[src/rtl/reset_release_sequencer_if.sv]
// Handshake bundle between the reset release sequencer and its downstream domains.
// The sequencer uses the master view; the domains (or a bench) use the slave view.
interface reset_release_sequencer_if #(
  parameter int unsigned DOMAIN_NUM = 4
) ();

  localparam int unsigned ErrW = (DOMAIN_NUM > 1) ? $clog2(DOMAIN_NUM) : 1;

  logic                  soft_rst_req;
  logic [DOMAIN_NUM-1:0] init_done;
  logic [DOMAIN_NUM-1:0] domain_rstn;
  logic                  all_ready;
  logic                  seq_busy;
  logic                  timeout_err;
  logic [ErrW-1:0]       err_domain;

  modport master (
    input  soft_rst_req,
    input  init_done,
    output domain_rstn,
    output all_ready,
    output seq_busy,
    output timeout_err,
    output err_domain
  );

  modport slave (
    output soft_rst_req,
    output init_done,
    input  domain_rstn,
    input  all_ready,
    input  seq_busy,
    input  timeout_err,
    input  err_domain
  );

endinterface

[src/rtl/reset_release_sequencer.sv]
// Releases downstream reset domains one at a time, waiting for each domain's init_done
// acknowledge before moving on; a missing acknowledge parks all domains in reset.
module reset_release_sequencer #(
  parameter int unsigned DOMAIN_NUM  = 4,
  parameter int unsigned GAP_CYCLES  = 8,
  parameter int unsigned ACK_TIMEOUT = 256
) (
  input logic                          sys_clk,
  input logic                          rst,
  reset_release_sequencer_if.master    bus
);

  localparam int unsigned KW   = (DOMAIN_NUM > 1) ? $clog2(DOMAIN_NUM) : 1;
  localparam int unsigned GapW = $clog2(GAP_CYCLES + 1);
  localparam int unsigned ToW  = $clog2(ACK_TIMEOUT + 1);

  localparam logic [GapW-1:0] GapLast = GapW'(GAP_CYCLES - 1);
  localparam logic [ToW-1:0]  ToLast  = ToW'(ACK_TIMEOUT - 1);
  localparam logic [KW-1:0]   KLast   = KW'(DOMAIN_NUM - 1);

  typedef enum logic [2:0] {
    StHold,
    StRelease,
    StWaitAck,
    StDone,
    StError
  } state_e;

  state_e                state_q, state_d;
  logic [KW-1:0]         k_q, k_d;
  logic [GapW-1:0]       gap_q, gap_d;
  logic [ToW-1:0]        to_q, to_d;
  logic [DOMAIN_NUM-1:0] rstn_q, rstn_d;
  logic                  ready_q, ready_d;
  logic                  busy_q, busy_d;
  logic                  terr_q, terr_d;
  logic [KW-1:0]         edom_q, edom_d;

  always_ff @(posedge sys_clk) begin
    if (rst) begin
      state_q <= StHold;
      k_q     <= '0;
      gap_q   <= '0;
      to_q    <= '0;
      rstn_q  <= '0;
      ready_q <= 1'b0;
      busy_q  <= 1'b1;
      terr_q  <= 1'b0;
      edom_q  <= '0;
    end else begin
      state_q <= state_d;
      k_q     <= k_d;
      gap_q   <= gap_d;
      to_q    <= to_d;
      rstn_q  <= rstn_d;
      ready_q <= ready_d;
      busy_q  <= busy_d;
      terr_q  <= terr_d;
      edom_q  <= edom_d;
    end
  end

  always_comb begin
    state_d = state_q;
    k_d     = k_q;
    gap_d   = gap_q;
    to_d    = to_q;
    rstn_d  = rstn_q;
    terr_d  = terr_q;
    edom_d  = edom_q;

    if (bus.soft_rst_req) begin
      // Restart wins over any acknowledge or timeout seen in the same cycle.
      state_d = StHold;
      k_d     = '0;
      gap_d   = '0;
      to_d    = '0;
      rstn_d  = '0;
      terr_d  = 1'b0;
      edom_d  = '0;
    end else begin
      unique case (state_q)
        StHold: begin
          if (gap_q == GapLast) begin
            gap_d   = '0;
            state_d = StRelease;
          end else begin
            gap_d = gap_q + GapW'(1);
          end
        end
        StRelease: begin
          rstn_d[k_q] = 1'b1;
          to_d        = '0;
          state_d     = StWaitAck;
        end
        StWaitAck: begin
          if (bus.init_done[k_q]) begin
            to_d = '0;
            if (k_q == KLast) begin
              state_d = StDone;
            end else begin
              k_d     = k_q + KW'(1);
              gap_d   = '0;
              state_d = StHold;
            end
          end else if (to_q == ToLast) begin
            state_d = StError;
            rstn_d  = '0;
            terr_d  = 1'b1;
            edom_d  = k_q;
          end else begin
            to_d = to_q + ToW'(1);
          end
        end
        StDone, StError: begin
          state_d = state_q;
        end
        default: begin
          state_d = StHold;
        end
      endcase
    end

    // Status flags follow the state being entered so they change on the same edge.
    ready_d = (state_d == StDone);
    busy_d  = (state_d != StDone) && (state_d != StError);
  end

  assign bus.domain_rstn = rstn_q;
  assign bus.all_ready   = ready_q;
  assign bus.seq_busy    = busy_q;
  assign bus.timeout_err = terr_q;
  assign bus.err_domain  = edom_q;

endmodule

[src/flat_wrapper.sv]
// flat-port wrapper written by rule: the top's interface ports become plain ports
module reset_release_sequencer_flat 
#(
  parameter int unsigned DOMAIN_NUM  = 4,
  parameter int unsigned GAP_CYCLES  = 8,
  parameter int unsigned ACK_TIMEOUT = 256
)
  (sys_clk, rst, bus_soft_rst_req, bus_init_done, bus_domain_rstn, bus_all_ready, bus_seq_busy, bus_timeout_err, bus_err_domain);
  reset_release_sequencer_if #(.DOMAIN_NUM(DOMAIN_NUM)) bus_i ();
  input logic sys_clk;
  input logic rst;
  input wire logic [$bits(bus_i.soft_rst_req)-1:0] bus_soft_rst_req;
  input wire logic [$bits(bus_i.init_done)-1:0] bus_init_done;
  output wire logic [$bits(bus_i.domain_rstn)-1:0] bus_domain_rstn;
  output wire logic [$bits(bus_i.all_ready)-1:0] bus_all_ready;
  output wire logic [$bits(bus_i.seq_busy)-1:0] bus_seq_busy;
  output wire logic [$bits(bus_i.timeout_err)-1:0] bus_timeout_err;
  output wire logic [$bits(bus_i.err_domain)-1:0] bus_err_domain;
  assign bus_i.soft_rst_req = bus_soft_rst_req;
  assign bus_i.init_done = bus_init_done;
  assign bus_domain_rstn = bus_i.domain_rstn;
  assign bus_all_ready = bus_i.all_ready;
  assign bus_seq_busy = bus_i.seq_busy;
  assign bus_timeout_err = bus_i.timeout_err;
  assign bus_err_domain = bus_i.err_domain;
  reset_release_sequencer #(.DOMAIN_NUM(DOMAIN_NUM), .GAP_CYCLES(GAP_CYCLES), .ACK_TIMEOUT(ACK_TIMEOUT)) u_core (.sys_clk(sys_clk), .rst(rst), .bus(bus_i));
endmodule
[config.mk]
export PLATFORM = sky130hd
export DESIGN_NAME = reset_release_sequencer_flat
export DESIGN_NICKNAME = d
export VERILOG_FILES = /design/src/rtl/reset_release_sequencer_if.sv /design/src/rtl/reset_release_sequencer.sv /design/src/flat_wrapper.sv
export SDC_FILE = /design/constraint.sdc
export NUM_CORES = 1
export LEC_CHECK = 0
export ABC_AREA = 0
export CORE_MARGIN = 5
export CORE_UTILIZATION = 55
export DETAILED_ROUTE_END_ITERATION = 10
export DONT_BUFFER_PORTS = 1
export PLACE_DENSITY = 0.73
export SLEW_MARGIN = 20
export SYNTH_ARGS = -nofsm -noshare
export SYNTH_HDL_FRONTEND = slang
export SYNTH_SLANG_ARGS = --single-unit
export TNS_END_PERCENT = 10
[constraint.sdc]
create_clock -name sys_clk -period 1.9 [get_ports sys_clk]
set_input_delay 0.19 -clock sys_clk [delete_from_list [all_inputs] [get_ports sys_clk]]
set_output_delay 0.19 -clock sys_clk [all_outputs]
set_load 0.02 [all_outputs]
==> results of run 1 <==
-- sequential cells by signal (all words and copies together) (netlist names) --
name and count:
u_core.bus.err_domain 2, u_core.bus.timeout_err 1, u_core.gap_q 4, u_core.bus.all_ready 1, u_core.bus.domain_rstn 4, u_core.bus.seq_busy 1, u_core.to_q 9, u_core.k_q 2
u_core.state_q 3
-- kinds of logic after synthesis --
logic type      count (synthesis)  share of synthesized area [%]
xor+xnor                        1                          0.623
mux                            13                           10.2
buf+inv                        17                           5.16
simple gates                   64                           23.3
compound gates                 31                           15.9
fa+ha+maj                       7                           6.23
flops                          27                           38.5
-- final cells by class --
class	count	share of cell area [%]
Sequential cell	27	33.8
Multi-Input combinational cell	116	51.1
Clock buffer	4	1.63
Tap cell	30	2.33
Inverter	10	2.33
Timing Repair Buffer	19	8.87
-- routing by layer --
metal	up-vias	GRT usage (%)	part of all wire [%]
met5	-	0	0
met4	0	8.05	2.0
met3	9	4.26	5.2
met2	32	30.2	48
met1	575	22.2	44
li1	613	-	-
-- worst max-delay path: stages (launching register included) --
cell and delay, ns:
dfxtp_1 0.35, ha_1 0.16, nand3_1 0.08, nor2_1 0.11, ha_2 0.22, or4bb_4 0.49, nor2_4 0.14, mux2i_1 0.22
nor2_1 0.05
-- power by group --
group          internal (mW)  switching (mW)  total, mW
Sequential             0.568         0.00198      0.570
Clock                 0.0821           0.160      0.242
Combinational         0.0135          0.0208     0.0343
-- cell usage in the layout, fill, tap and decap left out, drive strengths merged, types with 2 or more instances in the layout --
cell type,synthesis,layout
buf,3,19
a21o,3,3
a21oi,6,6
nand2,11,11
mux2i,11,11
nor2,16,16
a31oi,7,7
inv,9,9
nand4,2,2
nand3,10,10
ha,7,7
o21ai,2,2
clkbuf,4,4
and3,2,2
dfxtp,27,27
nor4,4,4
a211oi,2,2
nand2b,5,5
or3,5,5
nor3,3,3
-- through the flow --
| step | instance area [µm²] | hold slack [ns] | total power [mW] | worst slack, ns |
|---|---|---|---|---|
| global placement | 1550 | 0.446 | 0.614 | -0.00234 |
| detailed placement | 1550 | 0.458 | 0.615 | -0.0946 |
| global route | 1610 | 0.117 | 0.888 | -0.125 |
| CTS | 1600 | 0.107 | 0.853 | -0.0233 |
| finish | 1610 | 0.116 | 0.847 | -0.00679 |
| floorplan | 1410 | 0.424 | 0.608 | 0.0535 |
-- final timing paths --
path / endpoint / startpoint / slack (ns) / cells past startpoint
max reg2reg: u_core.bus.err_domain[0]$_SDFFE_PP0P_ / u_core.to_q[0]$_SDFFE_PP0P_ / -0.007 / 8
max: u_core.bus.err_domain[0]$_SDFFE_PP0P_ / u_core.to_q[0]$_SDFFE_PP0P_ / -0.007 / 8
min reg2reg: u_core.to_q[8]$_SDFFE_PP0P_ / u_core.to_q[8]$_SDFFE_PP0P_ / 0.47 / 2
min: u_core.to_q[8]$_SDFFE_PP0P_ / rst / 0.12 / 3
-- what timing repair did --
action	CTS	global route
setup endpoints to repair	4	16
gates resized for setup	6	3
pin swaps	0	2
==> run summary, run 1 <==
CTS hold repair buffers - 0
CP Launch Type - flip-flop
clock root buffer - clkbuf_4
TritonCTS Buffers - 3
register area - 543 µm²
# fillers - 220
VDD IR-drop max - 0.449 mV
HPWL after DPL - 2.27 mm
CTS tree - built
core footprint - 2450 µm²
Worst Path Required - 2.13 ns
Worst EP arrival - 2.13 ns
I/O pin cnt - 16
ANT nets after route - 0
Synth Instances - 160
most frequent cells after synthesis - dfxtp_1, nor2_1, mux2i_1, nand2_1, nand3_1
top-area cell type share of the netlist area - 38.5%
Slew HR - 63.4%
Post-synth ARST share - 0%
failing checks - setup timing
Crit. End Element - flip-flop
Die Area - 3670 µm²
most frequent cell after synthesis - dfxtp_1
sequential fraction of the synthesis area - 38.5%
GP Congestion - 0.825
wire per inst - 14.5 µm
worst-margin pin slew - 0.548 ns
layout cells sized above 1 - 19.9%
Pre-antenna DRT Iters - 4
Synthesis Warnings - 0
htree depth - 1
Clk pin slew, worst setup/hold paths - 0.14 ns
dominant cell type by area after synthesis - dfxtp_1
Skew-Pair Late Insertion Delay - 0.32 ns
clock tree buffer depth - 2
antenna violations before repair - 0
Synth Area per Inst - 8.78 µm²
final std cells w/o fill - 206
Tcrit/Tclk final - 100%
antenna cells - 0
Row Count - 18
EDFF count, synth - 0
outcome - finished, violations left
Fmax - 0.524 GHz
Post-Synthesis Cell Area - 1410 µm²
Starting DRT DRC Count - 57
IO buf count - 0
drt via density - 5.97
Die Wd - 60.5 µm
Clock Skews - 0.00608 ns
GRT Util Overall - 18.1%
Crit Path Category - flip-flop to flip-flop
count of final setup violators - 1
TNS Setup - -0.00679 ns
Post-Syn Nets - 174
routed wire length - 2.99 mm
LEAKAGE - 0.582 nW
multi-input gate area in the final layout - 821 µm²
max-cap check violation count - 0
#FFs+latches synth - 27
final worst setup slack - -0.00679 ns
largest net degree at the start of global routing - 15
Hold Crit Class - input port to flip-flop
fin. max-slew vios - 0
first-pass GRT wire length - 5.11 mm
Distinct cells, synth - 43
Final Hold Fails - 0
vias in the first global route - 1202
Overflow after GRT - 0
Cells after DPL - 202
dominant synthesized flop cell - dfxtp_1
Power Dens Cells - 527 nW/µm²
Syn-to-layout area delta - 14.4%
Final min period - 1.91 ns
vias - 1229
Die Span Y - 60.5 µm
DRC viols - 0
Setup Buffers After CTS - 0
final net count - 191
Crit Path Max Fanout - 3
Starting Density - 57.2%
RSZ-0062 raised after global routing - true
Final Util - 65.5%
clk sinks - 27
largest cells by area after synthesis - dfxtp_1, mux2i_1, ha_1, nor2_1, nand3_1
Note: power is estimated with default switching activity, not from simulation.
==> run 2: changes to the inputs <==
--- a/config.mk
+++ b/config.mk
@@ -6,7 +6,7 @@
 export NUM_CORES = 1
 export LEC_CHECK = 0
 export ABC_AREA = 0
-export CORE_MARGIN = 5
+export CORE_MARGIN = 1.5
 export CORE_UTILIZATION = 55
 export DETAILED_ROUTE_END_ITERATION = 10
 export DONT_BUFFER_PORTS = 1
==> run 2 against run 1 <==
  * The flow still finishes with violations (setup timing)
  * Core utilization is 1.6 points higher
  * Clock power is 2% lower
  * Clock-buffer cell count stayed put
  * Worst setup slack worse by 0.031 ns
  * Critical path depth stayed put
  * Global-route usage is 6.0 points higher
  * Largest cell class unchanged
==> run summary, run 2 (synthesized netlist as in run 1, its figures left out) <==
outcome - finished, violations left
failing checks - setup timing
CTS hold repair buffers - 0 (unchanged)
crit-path max cell delay - 0.49 ns (about the same)
GRT Util Overall - 24.1% (+6.0 points)
largest net degree at the start of global routing - 15 (unchanged)
core footprint - 2450 µm² (unchanged)
Tcrit/Tclk final - 102% (+1.6 points)
Worst EP arrival - 2.15 ns (+0.02 ns)
htree depth - 1 (unchanged)
Worst Path Required - 2.11 ns (-0.02 ns)
vias in the first global route - 1144 (-4.8%)
final std cells w/o fill - 208 (+0.97%)
DRC viols - 0 (unchanged)
Die Area - 2870 µm² (-22%)
antenna cells - 0 (unchanged)
Crit Path Category - flip-flop to flip-flop
Pre-antenna DRT Iters - 4 (unchanged)
Largest Register - u_core.to_q
wire per inst - 14.4 µm (-0.36%)
commonest non-fill, non-tap cell in the layout - dfxtp_1
ANT nets after route - 0 (unchanged)
HPWL after DPL - 2.16 mm (-4.8%)
first-pass GRT wire length - 4.99 mm (-2.4%)
Cells after DPL - 202 (unchanged)
TritonCTS Buffers - 3 (unchanged)
Fmax - 0.516 GHz (-1.6%)
final worst setup slack - -0.0379 ns (-0.0311 ns)
Die Span Y - 53.5 µm (-12%)
I/O pin cnt - 16 (unchanged)
max reg flops - 9 (unchanged)
vias - 1218 (-0.90%)
max-cap check violation count - 0 (unchanged)
Slew HR - 69.7% (+6.3 points)
Buffers & Inverters on Critical Path - 0 (unchanged)
Crit Path Max Fanout - 3 (unchanged)
GP Congestion - 0.826 (+0.13%)
Clock Skews - 0.0151 ns (+0.00906 ns)
Hold Crit Class - input port to flip-flop
drt via density - 5.86 (-1.8%)
Skew-Pair Late Insertion Delay - 0.32 ns (about the same)
count of final setup violators - 2 (+1)
IO buf count - 0 (unchanged)
placed cell areas - 1550 µm² (unchanged)
Die Wd - 53.5 µm (-12%)
RSZ-0062 raised after global routing - true
Starting Density - 57.2% (unchanged)
antenna violations before repair - 0 (unchanged)
CP Launch Type - flip-flop
layout cells sized above 1 - 23.0% (+3.1 points)
routed wire length - 3.00 mm (+0.60%)
final net count - 193 (+1.0%)
most frequent cells in the layout - dfxtp_1, buf_4, nor2_1
Overflow after GRT - 0 (unchanged)
worst-margin pin slew - 0.455 ns (-0.0939 ns)
final instance area - 1650 µm² (+2.4%)
clk sinks - 27 (unchanged)
VDD IR-drop max - 0.447 mV (-0.48%)
Final Hold Fails - 0 (unchanged)
top cell family by delay on the critical path - simple AND/OR/NAND/NOR gates
Hold Crit Start - rst
Clk pin slew, worst setup/hold paths - 0.14 ns (about the same)
fin. max-slew vios - 0 (unchanged)
clock tree buffer depth - 2 (unchanged)
Final min period - 1.94 ns (+0.0311 ns)
slowest CP cell - or4bb_4
cell chain of the critical path - ha_4, nand3_2, nor2_2, ha_2, or4bb_4, nor2_4, mux2i_1, nor2_1
Row Count - 18 (unchanged)
Crit. End Element - flip-flop
Power Dens Cells - 511 nW/µm² (-3.0%)
Crit Reg-Reg Startpoint - u_core.to_q[1]$_SDFFE_PP0P_
Starting DRT DRC Count - 22 (-61%)
clock root buffer - clkbuf_4
CTS tree - built
Critical Path Start - u_core.to_q[1]$_SDFFE_PP0P_
Syn-to-layout area delta - 17.2%
LEAKAGE - 0.594 nW (+2.2%)
worst slack at placement - -0.0772 ns (+0.0174 ns)
[run 2: cell count changes in the layout (fill, tap and decap cells not counted), sizes merged]
cell,before,now
buf,19,21
[run 2: timing repair]
item | in CTS | in global routing
resized for setup | 4 | 11
pin swaps | 0 | 5
endpoints found under the setup margin | 4 | 15
buffers inserted | 0 | 2
[run 2: layout make-up]
cell class | instances | area (µm²)
sequential | 27 | 544
tap | 30 | 37.5
clock buffer | 4 | 26.3
inverter | 10 | 37.5
fill | 219 | 808
timing repair buffer | 21 | 161
multi-input combinational | 116 | 840
[run 2: tightest hold or removal path: cells and delay by family]
kind,cells,cell delay [ns]
simple gates,2,0.16
mux,1,0.06
[run 2: final timing paths]
| check | cells past startpoint | end | slack [ns] |
|---|---|---|---|
| min | 3 | u_core.to_q[0]$_SDFFE_PP0P_ | 0.11 |
| max reg2reg | 8 | u_core.bus.err_domain[0]$_SDFFE_PP0P_ | -0.04 |
| max | 8 | u_core.bus.err_domain[0]$_SDFFE_PP0P_ | -0.04 |
| min reg2reg | 2 | u_core.to_q[8]$_SDFFE_PP0P_ | 0.47 |
[run 2: power by group]
group	switching, mW	internal, mW	total, mW
Combinational	0.0209	0.0142	0.0351
Sequential	0.00167	0.568	0.570
Clock	0.155	0.0821	0.237
Total	0.177	0.664	0.842
[run 2: routing by layer]
metal	vias up	GRT usage, %	part of all wire (%)
met5	-	0	0
met4	0	6.41	0.63
met3	2	6.39	4.1
met2	23	41.8	49
met1	573	29.5	46
li1	620	-	-
[run 2: through the flow]
stage	total power, mW	TNS [ns]	hold WS [ns]	util [%]
global placement	0.614	-0.000510	0.446	63.1
floorplan	0.608	0	0.424	-
detailed placement	0.615	-0.175	0.453	63.1
finish	0.842	-0.0646	0.112	67.1
global route	0.879	-0.324	0.116	67.1
CTS	0.848	-0.0578	0.105	64.9
==> run 3: changes to the inputs <==
--- a/config.mk
+++ b/config.mk
@@ -6,11 +6,13 @@
 export NUM_CORES = 1
 export LEC_CHECK = 0
 export ABC_AREA = 0
+export CELL_PAD_IN_SITES_DETAIL_PLACEMENT = 0
+export CELL_PAD_IN_SITES_GLOBAL_PLACEMENT = 1
 export CORE_MARGIN = 1.5
-export CORE_UTILIZATION = 55
+export CORE_UTILIZATION = 42
 export DETAILED_ROUTE_END_ITERATION = 10
 export DONT_BUFFER_PORTS = 1
-export PLACE_DENSITY = 0.73
+export PLACE_DENSITY_LB_ADDON = 0.1
 export SLEW_MARGIN = 20
 export SYNTH_ARGS = -nofsm -noshare
 export SYNTH_HDL_FRONTEND = slang
==> run 3 against run 2 <==
  * Worst setup slack gained 0.091 ns
  * Worst hold slack gained 0.086 ns
  * Final cell count grew 7.7%
  * Via count is essentially flat
  * Flip-flop and latch count is the same
  * Fmax grew 4.9%
  * Clock skew shrank 0.012 ns
  * The run now ends clean
  * Critical path depth is the same
==> run summary, run 3 (synthesized netlist as in run 1, its figures left out) <==
crit-path max cell delay - 0.48 ns (about the same)
Slew HR - 65.1% (-4.5 points)
first-pass GRT wire length - 5.06 mm (+1.4%)
r2r setup slk - 0.05 ns (+0.09 ns)
Crit Path Max Fanout - 3 (unchanged)
Worst Path Required - 2.13 ns (+0.02 ns)
htree depth - 1 (unchanged)
Buffers & Inverters on Critical Path - 0 (unchanged)
antenna cells - 0 (unchanged)
clock tree buffer depth - 2 (unchanged)
Starting DRT DRC Count - 31 (+41%)
Critical Path Start - u_core.to_q[0]$_SDFFE_PP0P_
Tcrit/Tclk final - 97.2% (-4.8 points)
Crit Reg-Reg Startpoint - u_core.to_q[0]$_SDFFE_PP0P_
Final Hold Fails - 0 (unchanged)
HPWL after DPL - 2.27 mm (+4.9%)
I/O pin cnt - 16 (unchanged)
RSZ-0062 raised after global routing - true
Power, Total - 0.863 mW (+2.5%)
Hold Crit Start - rst
GP Congestion - 0.806 (-2.5%)
Die Area - 3700 µm² (+29%)
Clock Skews - 0.00296 ns (-0.0122 ns)
clock root buffer - clkbuf_4
vias in the first global route - 1155 (+0.96%)
crit path capture - u_core.bus.err_domain[1]$_SDFFE_PP0P_
wire per inst - 13.3 µm (-8.1%)
LEAKAGE - 0.607 nW (+2.2%)
Clk pin slew, worst setup/hold paths - 0.15 ns (about the same)
most frequent cells in the layout - dfxtp_1, buf_4, nor2_1
CP most frequent cell - nor2_1
CTS tree - built
antenna violations before repair - 0 (unchanged)
cell chain of the critical path - ha_4, nand3_2, nor2_1, ha_2, or4bb_4, nor2_4, mux2i_1, nor2_1
IO buf count - 0 (unchanged)
Register-to-Register Path Depth - 8 (unchanged)
Final min period - 1.85 ns (-0.0913 ns)
Overflow after GRT - 0 (unchanged)
layout cells sized above 1 - 23.9% (+0.86 points)
fin. max-slew vios - 0 (unchanged)
Crit. End Element - flip-flop
Hold Crit Class - input port to flip-flop
Power Dens Cells - 514 nW/µm² (+0.50%)
final net count - 195 (+1.0%)
commonest non-fill, non-tap cell in the layout - dfxtp_1
final hold slack - 0.199 ns (+0.0863 ns)
Fmax - 0.542 GHz (+4.9%)
max-cap check violation count - 0 (unchanged)
vias - 1217 (-0.082%)
Row Count - 20 (+2)
Largest Register - u_core.to_q
drt via density - 5.43 (-7.2%)
ANT nets after route - 0 (unchanged)
reg2reg end - u_core.bus.err_domain[1]$_SDFFE_PP0P_
Min-Delay Path Depth - 4 (+1)
TNS Setup - 0 ns (+0.0646 ns)
Die Wd - 60.8 µm (+14%)
Cells after DPL - 220 (+8.9%)
worst-margin pin slew - 0.519 ns (+0.0640 ns)
clk sinks - 27 (unchanged)
Syn-to-layout area delta - 19.5%
max reg flops - 9 (unchanged)
count of final setup violators - 0 (-2)
DRC viols - 0 (unchanged)
# fillers - 286 (+31%)
slowest CP cell - or4bb_4
CTS hold repair buffers - 0 (unchanged)
final std cells w/o fill - 224 (+7.7%)
core footprint - 3130 µm² (+27%)
routed wire length - 2.97 mm (-1.0%)
TritonCTS Buffers - 3 (unchanged)
largest net degree at the start of global routing - 16 (+1)
VDD IR-drop max - 0.377 mV (-16%)
Crit Path Category - flip-flop to flip-flop
critical path depth - 8 (unchanged)
outcome - finished, final reports clean
CP Launch Type - flip-flop
GRT Util Overall - 17.9% (-6.2 points)
Die Span Y - 60.8 µm (+14%)
Starting Density - 44.9% (-12 points)
Worst EP arrival - 2.08 ns (-0.07 ns)
Skew-Pair Late Insertion Delay - 0.33 ns (about the same)
Pre-antenna DRT Iters - 4 (unchanged)
top cell family by delay on the critical path - simple AND/OR/NAND/NOR gates
run 3: cell count changes in the layout (fill, tap and decap cells not counted):
cell       previous run  this run
buf_4                20        22
clkbuf_1              1         0
clkinv_2              0         1
nor2_1               14        15
nor2_2                1         0
nor3b_1               0         1
nor3b_2               1         0
o2bb2ai_1             1         0
o2bb2ai_2             0         1
run 3: cell type report:
type | count | area, µm² | area share [%]
clock inverter | 1 | 5.00 | 0.298
sequential | 27 | 544 | 32.4
multi-input combinational | 116 | 838 | 49.9
tap | 44 | 55.1 | 3.28
inverter | 10 | 37.5 | 2.24
timing repair buffer | 23 | 176 | 10.5
clock buffer | 3 | 22.5 | 1.34
run 3: layer usage:
layer | part of all wire [%] | wire [µm] | GRT usage (%) | vias to the layer above
met5 | 0 | 0 | 0 | -
li1 | - | - | - | 622
met3 | 3.4 | 101 | 2.77 | 4
met2 | 49 | 1460 | 31.2 | 21
met1 | 46 | 1370 | 22.8 | 570
met4 | 1.2 | 37 | 5.59 | 0
run 3: metrics by stage:
step	area [µm²]	worst slack [ns]	util, %
2_1_floorplan	1410	0.0535	-
3_3_place_gp	1600	0.0102	51.1
3_5_place_dp	1600	-0.0250	51.1
4_1_cts	1630	0.00645	52.2
5_1_grt	1680	-0.0752	53.7
6_report	1680	0.0534	53.7
run 3: repair_timing:
item	in CTS	in global routing
resized for setup	2	12
buffers inserted	0	0
pin swaps	0	0
endpoints found under the setup margin	4	14
run 3: where the power goes:
group          internal [mW]  leakage [nW]  switching, mW
Combinational         0.0155         0.370         0.0212
Clock                 0.0790        0.0177          0.177
Sequential             0.568         0.219        0.00178
run 3: how the worst min path moves through the flow:
stage                                   endpoint  slack, ns
floorplan           u_core.state_q[0]$_SDFF_PP0_       0.42
global placement     u_core.to_q[8]$_SDFFE_PP0P_       0.45
detailed placement   u_core.to_q[8]$_SDFFE_PP0P_       0.46
CTS                  u_core.to_q[1]$_SDFFE_PP0P_       0.20
global route        u_core.state_q[2]$_SDFF_PP0_       0.21
finish               u_core.to_q[1]$_SDFFE_PP0P_       0.20
run 3: worst min-delay path, cell delays in order:
cell and delay [ns]:
nor2_1 0.02, buf_4 0.17, nand2_1 0.07, mux2i_1 0.05
